## src/rtl/scs8hd_clkdlyline_prog_if.sv

```systemverilog
// Sample/config bundle for the programmable clock delay line.
// Master drives samples and delay requests. Slave is the delay line, which
// returns the delayed samples and its handshake/status signals.
interface scs8hd_clkdlyline_prog_if #(
  parameter int unsigned WIDTH    = 1,
  parameter int unsigned CHANNELS = 2,
  parameter int unsigned DEPTH    = 8
) ();
  localparam int unsigned DW = CHANNELS * WIDTH;
  localparam int unsigned AW = $clog2(DEPTH);

  logic [DW-1:0] a;
  logic          a_vld;
  logic [DW-1:0] x;
  logic          x_vld;
  logic          cfg_vld;
  logic [AW-1:0] cfg_dly;
  logic          cfg_rdy;
  logic [AW-1:0] dly_cur;
  logic          busy;

  modport master (
    output a, a_vld, cfg_vld, cfg_dly,
    input  x, x_vld, cfg_rdy, dly_cur, busy
  );

  modport slave (
    input  a, a_vld, cfg_vld, cfg_dly,
    output x, x_vld, cfg_rdy, dly_cur, busy
  );
endinterface

```

## src/rtl/scs8hd_clkdlyline_prog.sv

```systemverilog
// Programmable multi-lane delay line.
// A DEPTH-stage register chain carries {data, valid} for all lanes and
// shifts every cycle. One shared tap selects the delay. After a delay change,
// a settle machine masks x_vld until the selected tap holds only samples
// captured after the change.
module scs8hd_clkdlyline_prog #(
  parameter int unsigned WIDTH    = 1,
  parameter int unsigned CHANNELS = 2,
  parameter int unsigned DEPTH    = 8,
  parameter int unsigned DLY_RST  = 3
) (
  input  logic                        clk,
  input  logic                        reset,
  scs8hd_clkdlyline_prog_if.slave     bus
);
  localparam int unsigned DW = CHANNELS * WIDTH;
  localparam int unsigned AW = $clog2(DEPTH);
  localparam logic [AW-1:0] MAX_DLY = AW'(DEPTH - 32'd1);
  localparam logic [AW-1:0] RST_DLY = AW'(DLY_RST);

  typedef enum logic [0:0] {
    ST_RUN    = 1'b0,
    ST_SETTLE = 1'b1
  } state_e;

  // Clamp a requested setting to the last real stage. This only matters
  // when DEPTH is not a power of two.
  function automatic logic [AW-1:0] sat_dly(input logic [AW-1:0] v);
    if (32'(v) > (DEPTH - 32'd1)) begin
      sat_dly = MAX_DLY;
    end else begin
      sat_dly = v;
    end
  endfunction

  logic [DW-1:0]    r_data [DEPTH];
  logic [DEPTH-1:0] r_vld;
  state_e           r_state;
  logic [AW-1:0]    r_cnt;
  logic [AW-1:0]    r_dly_cur;

  state_e           w_state_nxt;
  logic [AW-1:0]    w_cnt_nxt;
  logic [AW-1:0]    w_dly_nxt;
  logic             w_cfg_rdy;
  logic             w_accept;

  // cfg_rdy depends on reset combinationally so that no handshake can
  // appear to complete on an edge that is resetting the block.
  assign w_cfg_rdy = (r_state == ST_RUN) && !reset;
  assign w_accept  = bus.cfg_vld && w_cfg_rdy;

  // Sample chain: shifts every cycle, invalid samples ride along as bubbles.
  always_ff @(posedge clk) begin
    if (reset) begin
      for (int i = 0; i < DEPTH; i++) begin
        r_data[i] <= {DW{1'b0}};
      end
      r_vld <= {DEPTH{1'b0}};
    end else begin
      r_data[0] <= bus.a;
      for (int i = 1; i < DEPTH; i++) begin
        r_data[i] <= r_data[i-1];
      end
      r_vld <= {r_vld[DEPTH-2:0], bus.a_vld};
    end
  end

  // Control state register: FSM state, settle counter and active tap.
  always_ff @(posedge clk) begin
    if (reset) begin
      r_state   <= ST_RUN;
      r_cnt     <= {AW{1'b0}};
      r_dly_cur <= RST_DLY;
    end else begin
      r_state   <= w_state_nxt;
      r_cnt     <= w_cnt_nxt;
      r_dly_cur <= w_dly_nxt;
    end
  end

  // Next-state logic. SETTLE lasts sat(cfg_dly)+1 cycles so that the new
  // tap has been refilled entirely with samples captured after the accept.
  always_comb begin
    w_state_nxt = r_state;
    w_cnt_nxt   = r_cnt;
    w_dly_nxt   = r_dly_cur;
    case (r_state)
      ST_RUN: begin
        if (w_accept) begin
          w_state_nxt = ST_SETTLE;
          w_cnt_nxt   = sat_dly(bus.cfg_dly);
          w_dly_nxt   = sat_dly(bus.cfg_dly);
        end else begin
          w_state_nxt = ST_RUN;
        end
      end
      ST_SETTLE: begin
        if (r_cnt == {AW{1'b0}}) begin
          w_state_nxt = ST_RUN;
        end else begin
          w_cnt_nxt = r_cnt - AW'(1);
        end
      end
      default: begin
        w_state_nxt = ST_RUN;
        w_cnt_nxt   = {AW{1'b0}};
      end
    endcase
  end

  // Output logic: tap mux of registered state, valid masked while settling.
  always_comb begin
    bus.x       = r_data[r_dly_cur];
    bus.x_vld   = 1'b0;
    bus.busy    = 1'b0;
    bus.cfg_rdy = w_cfg_rdy;
    bus.dly_cur = r_dly_cur;
    case (r_state)
      ST_RUN: begin
        bus.x_vld = r_vld[r_dly_cur];
        bus.busy  = 1'b0;
      end
      ST_SETTLE: begin
        bus.x_vld = 1'b0;
        bus.busy  = 1'b1;
      end
      default: begin
        bus.x_vld = 1'b0;
        bus.busy  = 1'b0;
      end
    endcase
  end
endmodule

```

## src/flat_wrapper.sv

```systemverilog
// flat-port wrapper written by rule: the top's interface ports become plain ports
module scs8hd_clkdlyline_prog_flat 
#(
  parameter int unsigned WIDTH    = 1,
  parameter int unsigned CHANNELS = 2,
  parameter int unsigned DEPTH    = 8,
  parameter int unsigned DLY_RST  = 3
)
  (clk, reset, bus_a, bus_a_vld, bus_cfg_vld, bus_cfg_dly, bus_x, bus_x_vld, bus_cfg_rdy, bus_dly_cur, bus_busy);
  scs8hd_clkdlyline_prog_if #(.WIDTH(WIDTH), .CHANNELS(CHANNELS), .DEPTH(DEPTH)) bus_i ();
  input  logic clk;
  input  logic reset;
  input wire logic [$bits(bus_i.a)-1:0] bus_a;
  input wire logic [$bits(bus_i.a_vld)-1:0] bus_a_vld;
  input wire logic [$bits(bus_i.cfg_vld)-1:0] bus_cfg_vld;
  input wire logic [$bits(bus_i.cfg_dly)-1:0] bus_cfg_dly;
  output wire logic [$bits(bus_i.x)-1:0] bus_x;
  output wire logic [$bits(bus_i.x_vld)-1:0] bus_x_vld;
  output wire logic [$bits(bus_i.cfg_rdy)-1:0] bus_cfg_rdy;
  output wire logic [$bits(bus_i.dly_cur)-1:0] bus_dly_cur;
  output wire logic [$bits(bus_i.busy)-1:0] bus_busy;
  assign bus_i.a = bus_a;
  assign bus_i.a_vld = bus_a_vld;
  assign bus_i.cfg_vld = bus_cfg_vld;
  assign bus_i.cfg_dly = bus_cfg_dly;
  assign bus_x = bus_i.x;
  assign bus_x_vld = bus_i.x_vld;
  assign bus_cfg_rdy = bus_i.cfg_rdy;
  assign bus_dly_cur = bus_i.dly_cur;
  assign bus_busy = bus_i.busy;
  scs8hd_clkdlyline_prog #(.WIDTH(WIDTH), .CHANNELS(CHANNELS), .DEPTH(DEPTH), .DLY_RST(DLY_RST)) u_core (.clk(clk), .reset(reset), .bus(bus_i));
endmodule
```

## config.mk

```make
export PLATFORM = sky130hd
export DESIGN_NAME = scs8hd_clkdlyline_prog_flat
export DESIGN_NICKNAME = d
export VERILOG_FILES = /design/src/rtl/scs8hd_clkdlyline_prog_if.sv /design/src/rtl/scs8hd_clkdlyline_prog.sv /design/src/flat_wrapper.sv
export SDC_FILE = /design/constraint.sdc
export NUM_CORES = 1
export LEC_CHECK = 0
export CAP_MARGIN = 15
export CORE_ASPECT_RATIO = 0.6
export CORE_MARGIN = 2
export CORE_UTILIZATION = 40
export DETAILED_ROUTE_END_ITERATION = 8
export PLACE_DENSITY = 0.76
export SKIP_CTS_REPAIR_TIMING = 1
export SKIP_LAST_GASP = 1
export SLEW_MARGIN = 15
export SYNTH_ARGS = -nofsm -noshare
export SYNTH_HDL_FRONTEND = slang
export SYNTH_SLANG_ARGS = --single-unit
export TNS_END_PERCENT = 50
```

## constraint.sdc

```tcl
create_clock -name clk -period 1.6 [get_ports clk]
set_clock_uncertainty 0.15 [all_clocks]
set_input_delay 0.32 -clock clk [delete_from_list [all_inputs] [get_ports clk]]
set_output_delay 0.32 -clock clk [all_outputs]
set_load 0.02 [all_outputs]
```

; ---- After elaboration in Yosys (flattened, before gate mapping)
; Memories as Yosys holds them, arrays and structs flattened. A register that Yosys moved wholly into a read port is not among the register bits.
; Index checks and enable logic that the tools add are counted.
[totals]
mem_count = 1
mem_bits_ro = 0
elab_cells = 47
out_inout_bits = 8
register_bits = 15
latchBits = 0
input_bits = 9
ram_bits = 16
[mem_list]
columns = memory, depth, width, read_ports, rd_ports_with_merged_regs, wr, line_no
row1 = u_core.r_data, 8, 2, 8, 1, 8, scs8hd_clkdlyline_prog.sv:36  ; logic [DW-1:0] r_data [DEPTH];
[op_classes]
muxes = 23
n_reduce_logical = 6
bitwise_logic = 9
div_mod_pow = 0
addsub = 1
n_mul = 0
n_lt_le_gt_ge = 1
n_shift = 0
eq_ne = 2
[ops]
columns = cell, count
row1 = 2-bit two-way mux, 8
row2 = 3-bit two-way mux, 4
row3 = 1-bit OR, 8
row4 = 1-bit two-way mux, 6
row5 = 1-bit one-hot mux with 2 select lines, 3
row6 = 3-bit one-hot mux with 2 select lines, 1
row7 = "3-bit by 4-bit < comparator with 1-bit output, second input constant", 1
row8 = 2-bit AND reduction, 2
row9 = 1-bit binary-select mux with 3-bit select, 1
row10 = 3-bit logical NOT, 1
row11 = "3-bit by 1-bit subtractor with 3-bit output, second input constant", 1
row12 = 1-bit logical AND, 2
row13 = "2-bit by 1-bit inequality test with 1-bit output, second input constant", 1
row14 = "2-bit inequality test, second input constant", 1
row15 = 1-bit logical NOT, 1
row16 = 1-bit NOT, 1

; ---- Longest topological paths before layout
; Gate-level depths: netlist of run 1.
[depth]
word_depth = 6
mapped_depth = 6
mapped_depth_nobuf = 6

; ---- Least setup slack after synthesis of run 1
; No wires, ideal clock.
[synth_timing]
path_kind = reg-to-output
from = register u_core.r_dly_cur[1] (netlist: u_core.bus.dly_cur[1])
to = output bus_x_vld
path_stages_with_launch = 4
slack_ps = -139
arrival_time_ps = 1269
t_required_ps = 1130
path_cell_list = dfxtp_1 mux4_2 o21ai_0 nor3_1
[synth_between]
elab_chain_len = 3
[synth_rtl]
columns = item, line_no
row1 = "start, declared", scs8hd_clkdlyline_prog.sv:40  ; logic [AW-1:0] r_dly_cur;
row2 = "start signal, assigned", scs8hd_clkdlyline_prog.sv:78  ; r_dly_cur <= w_dly_nxt;
row3 = 1-bit binary-select mux with 3-bit select, scs8hd_clkdlyline_prog.sv:121  ; bus.x_vld = r_vld[r_dly_cur];
row4 = 1-bit two-way mux (not written as such), scs8hd_clkdlyline_prog.sv:121
row5 = 1-bit one-hot mux with 2 select lines, scs8hd_clkdlyline_prog.sv:119  ; case (r_state)
row6 = "end, declared", flat_wrapper.sv:18  ; output wire logic [$bits(bus_i.x_vld)-1:0] bus_x_vld;
; Every way passes these cells. The select of a mux whose other input is x is not followed.

==> flow_metrics.tcl, run 1 <==
set metrics [dict create \
    h-tree-depth 2 \
    grt-ovfl-total 0 \
    syn-num-nets 121 \
    grt_max_degree 24 \
    slowest_stage "mux4_2" \
    die_y_um 47.6 \
    power_density_mw_per_mm2 1160 \
    finalCritPeriodShare_pct 129 \
    start_util_pct 43.1 \
    run_status "finished, violations left" \
    critPathCaptureType "primary output" \
    ys_types 24 \
    layout_setup_ws_ps -465 \
    cts_buffer_depth 2 \
    synth_cells 110 \
    drive_gt1_share_pct 25.9 \
    crit_type "reg -> out" \
    crit_fanout 4 \
    ir_drop_mv 0.606 \
    post-dp-hpwl_um 1550 \
    io_pins 17 \
    fmax_mhz 484 \
    grtUsageTotal_pct 13.4 \
    rrSetupSlack_ps 140 \
    die_x_um 76.7 \
    clkTransAtPathRegs_ps 70 \
    slew_headroom_pct 79.0 \
    power.leakage_nw 0.658 \
    drt-initial-drc-count 31 \
    arrival_ps 1600 \
    synth-seq-cells 34 \
    grt_pass1_vias 760 \
    cts_root_buf "clkbuf_8" \
    async_flop_share_pct 0 \
    grt_pass1_wl_um 3510 \
    worstSkewPairLatency_ps 290 \
    cts_tree "built" \
    io_buffers 16 \
    cp_cell_sequence "mux4_2, mux2_4, buf_6" \
    place_congestion 0.743 \
    grt_antenna_before_repair 0 \
    fin_nets 149 \
    cts_sinks 34 \
    wl_per_cell_um 11.6 \
    synth_edf_count 0 \
    fillers 251 \
    die_area_mm2 0.00365 \
    synth_flop_cell "dfxtp_1" \
    setup_viol 7 \
    crit_path_start_kind "flip-flop" \
    tightest_slew_ps 315 \
    worst_hold_path_type "reg -> reg" \
    max_stage_delay_ps 500 \
    first_pass_iters 4 \
    seq_area_frac_synth_pct 53.6 \
    period_needed_ps 2070 \
    violations "negative setup slack" \
    core-area_mm2 0.00295 \
    drc 0 \
    n_antenna_cell 0 \
    routed_wl_um 2090 \
    via_per_inst 4.48 \
    row_count 15 \
    slew_viol_final 0 \
    dp_cells 173 \
    vias 811 \
    stdcell_count 181 \
    yosysWarnings 0 \
    dp_slack_ps -553 \
    hold_viol_final 0 \
    synth_area_mm2 0.00127 \
    rsz0062_at_grt "true" \
    power.total_w 0.00191 \
    maxCapViolations 0 \
    numCtsBuffers 5 \
    required_ps 1130 \
    area_growth_pct 30.2 \
    ant_nets 0 \
    avgSynthCellArea_um2 11.5 \
]
[where the power goes]
part | switching (W) | total [W] | leakage [nW] | internal, W
logic | 0.0000927 | 0.000204 | 0.322 | 0.000111
clock network | 0.000298 | 0.000806 | 0.0585 | 0.000507
registers | 0.0000245 | 0.000902 | 0.278 | 0.000878
[layout by cell type, fill, tap and decap left out, drive strengths merged]
cell / netlist / layout
a32oi: 1 / 1
nand2: 4 / 4
ha: 2 / 2
a21oi: 5 / 5
nor2: 5 / 5
clkdlybuf4s50: 0 / 12
a2111oi: 1 / 1
o21ai: 3 / 3
a211o: 3 / 3
nor3: 1 / 1
dfxtp: 34 / 34
nand3: 1 / 1
bufinv: 0 / 1
nor2b: 29 / 29
o22ai: 1 / 1
nor3b: 1 / 1
nand2b: 1 / 1
inv: 3 / 3
clkbuf: 3 / 9
buf: 2 / 12
mux4: 5 / 5
mux2: 2 / 2
mux2i: 3 / 3
[kinds of logic (layout without fill, tap and decap cells)]
logic type | count (synthesis) | after routing | share of synthesized area, %
AOI/OAI and AO/OA | 14 | 14 | 7.40
adders and majority gates | 2 | 2 | 1.97
buffers and inverters | 8 | 37 | 3.06
DFF | 34 | 34 | 53.6
muxes | 10 | 10 | 14.2
and+or+nand+nor | 42 | 42 | 19.7
[flip-flops by register name, indices dropped and copies added, names as in the netlist, named ones only]
| register | cells |
|---|---|
| u_core.bus.dly_cur | 3 |
| u_core.r_state | 1 |
| u_core.r_vld | 8 |
| u_core.r_data | 16 |
| u_core.r_cnt | 3 |
[critical path, delay by kind of cell, from the launching register on]
kind	cells	cell delay (ps)
flops	1	390
buf+inv	1	130
mux	2	790
[cells in the mapped netlist (all sizes together), types with 2 or more instances]
cell type	n	share of area, %
o21ai	3	1.2
nor2b	29	14
mux2i	3	2.4
clkbuf	3	0.89
mux2	2	1.8
ha	2	2.0
a211o	3	2.1
nand2	4	1.2
dfxtp	34	54
buf	2	1.3
a21oi	5	2.3
nor2	5	1.5
inv	3	0.89
mux4	5	10
[routing by layer]
metal / wire [um] / global-route usage (%)
met1: 1130 / 17.2
met2: 817 / 19.3
met3: 126 / 7.55
met4: 17 / 4.36
met5: 0 / 0
[path summary, 6_finish.rpt]
kind,from,to,cells after the start
worst min-delay path,u_core.r_vld[6],u_core.r_vld[7],1
worst max-delay path,flip-flop,bus_x[1],3
worst min register to register,u_core.r_vld[6],u_core.r_vld[7],1
worst max register to register,u_core.r_cnt[0],u_core.r_cnt[1],6
[per-stage QoR]
step,hold slack (ps),utilization [%],setup TNS (ps),area (um^2)
floorplan,242,-,-61.2,1270
global placement,293,52.0,-2630,1530
detailed placement,299,52.0,-2770,1530
CTS,315,56.0,-3760,1650
global route,329,56.1,-2500,1650
finish,315,56.1,-2090,1650
[area by class of cell]
type                            instances  area (um^2)  area share (%)
Timing Repair Buffer                   26          228            13.8
Clock inverter                          1         30.0            1.82
Sequential cell                        34          687            41.6
Inverter                                3         11.3           0.682
Clock buffer                            7         86.3            5.23
Multi-Input combinational cell         68          557            33.7
Tap cell                               42         52.6            3.18
No activity file was read; power rests on OpenSTA's default activity.
==> inputs of run 2 (changes only) <==
CTS_CLUSTER_SIZE = 16   (was unset)
==> results of run 2 <==
Final layout, timing and power as in run 1 (identical DEF).
==> inputs of run 3 (changes only) <==
CORE_MARGIN = 1.5   (was 2)
GPL_TIMING_DRIVEN = 0   (was unset)
==> run 3 against run 2 <==
  * The flow still finishes with violations (negative setup slack)
  * Sequential power about the same
  * Critical endpoint unchanged
  * Largest power group unchanged
  * Hold slack worse by 14 ps
  * Global-route usage up 2.6 points
==> flow_metrics.tcl, run 3 (synthesis gave the netlist of run 1 again) <==
set metrics [dict create \
    switching_share_pct 23.9 \
    power_density_mw_per_mm2 1060 \
    fin_nets 145 \
    hold_viol_final 0 \
    slew_viol_final 0 \
    vias 827 \
    required_ps 1130 \
    grt-ovfl-total 0 \
    drt-initial-drc-count 21 \
    core-area_mm2 0.00295 \
    h-tree-depth 2 \
    dp_slack_ps -872 \
    p_sw_w 0.000400 \
    rrSetupSlack_ps 150 \
    io_buffers 16 \
    setup_viol 6 \
    rsz0062_at_grt "true" \
    arrival_ps 1590 \
    mostFrequentLayoutCell "dfxtp_1" \
    stdcell_count 176 \
    finalCritPeriodShare_pct 129 \
    area_growth_pct 25.3 \
    grt_max_degree 11 \
    layout_setup_ws_ps -460 \
    power.leakage_nw 0.638 \
    crit_type "reg -> out" \
    tightest_slew_ps 425 \
    power_frac_seq_pct 53.9 \
    place_congestion 0.796 \
    cts_root_buf "clkbuf_8" \
    routed_wl_um 2300 \
    start_util_pct 43.1 \
    drive_gt1_share_pct 20.1 \
    period_needed_ps 2060 \
    cts_buffer_depth 2 \
    drc 0 \
    grtUsageTotal_pct 16.0 \
    first_pass_iters 4 \
    clockPowerShare_pct 34.5 \
    row_count 15 \
    io_pins 17 \
    ir_drop_mv 0.521 \
    grt_antenna_before_repair 0 \
    cts_sinks 34 \
    grt_pass1_wl_um 3780 \
    dp_cells 168 \
    run_status "finished, violations left" \
    top_regs "u_core.r_data: 16 flops, u_core.r_vld: 8 flops" \
    setup_tns_ps -1930 \
    largest_register_ffs 16 \
    via_per_inst 4.70 \
    wl_per_cell_um 13.1 \
    critPathCaptureType "primary output" \
    cts_tree "built" \
    fmax_mhz 485 \
    die_x_um 75.7 \
    clkTransAtPathRegs_ps 60 \
    power.total_w 0.00168 \
    die_y_um 46.6 \
    die_area_mm2 0.00353 \
    worstSkewPairLatency_ps 280 \
    numCtsBuffers 5 \
    p_int_w 0.00128 \
    utilization_pct 54.0 \
    violations "negative setup slack" \
    comb_power_share_pct 11.6 \
    top_register "u_core.r_data" \
    ant_nets 0 \
    maxCapViolations 0 \
    post-dp-hpwl_um 1600 \
    crit_path_start_kind "flip-flop" \
    slew_headroom_pct 71.7 \
    layout_common_cells "dfxtp_1 (31), nor2b_1 (29), clkdlybuf4s50_1 (10)" \
    grt_pass1_vias 789 \
    worst_hold_path_type "in -> reg" \
    n_antenna_cell 0 \
    crit_fanout 4 \
]
[run 3: cell count changes in the layout (fill, tap and decap cells not counted), moves of 2 or more]
cell | before | now
buf_4 | 10 | 2
clkdlybuf4s50_1 | 12 | 10
clkbuf_1 | 1 | 4
dlymetal6s2s_1 | 0 | 3
[run 3: area by class of cell]
type	instances	area, um^2
clock buffer	7	76.3
sequential	34	689
fill	268	1360
timing repair buffer	17	175
inverter	3	11.3
multi-input combinational	68	557
buffer	5	28.8
tap	42	52.6
[run 3: power groups by stage]
stage	clock, W	combinational (W)	sequential (W)
after floorplan	0	0.000109	0.000925
after global placement	0	0.000183	0.000922
after detailed placement	0	0.000186	0.000924
after CTS	0.000595	0.000188	0.000906
after global routing	0.000637	0.000214	0.000909
final	0.000579	0.000194	0.000905
[run 3: final timing paths]
| path | from | endpoint | cells after the start |
|---|---|---|---|
| setup / recovery | flip-flop | bus_x[1] | 3 |
| hold / removal | reset | u_core.r_vld[2] | 2 |
| setup reg to reg | u_core.r_cnt[0] | u_core.r_cnt[1] | 6 |
| hold reg to reg | u_core.r_cnt[0] | u_core.r_cnt[0] | 2 |
[run 3: per-stage QoR]
| stage | hold slack (ps) | instance area [um^2] |
|---|---|---|
| floorplan | 242 | 1270 |
| global placement | 289 | 1490 |
| detailed placement | 305 | 1490 |
| CTS | 315 | 1560 |
| global route | 329 | 1590 |
| finish | 301 | 1590 |
[run 3: worst max-delay path, cell delays in order, from the launching register on]
cell and delay [ps]:
dfxtp_4 390, mux4_2 490, mux2_4 300, buf_6 130
[run 3: layer usage]
metal / vias up / track usage, % / part of all wire [%]
met2: 21 / 20.7 / 41
met3: 5 / 6.56 / 5.0
met5: - / 0 / 0
li1: 418 / - / -
met1: 383 / 22.0 / 52
met4: 0 / 9.64 / 1.7
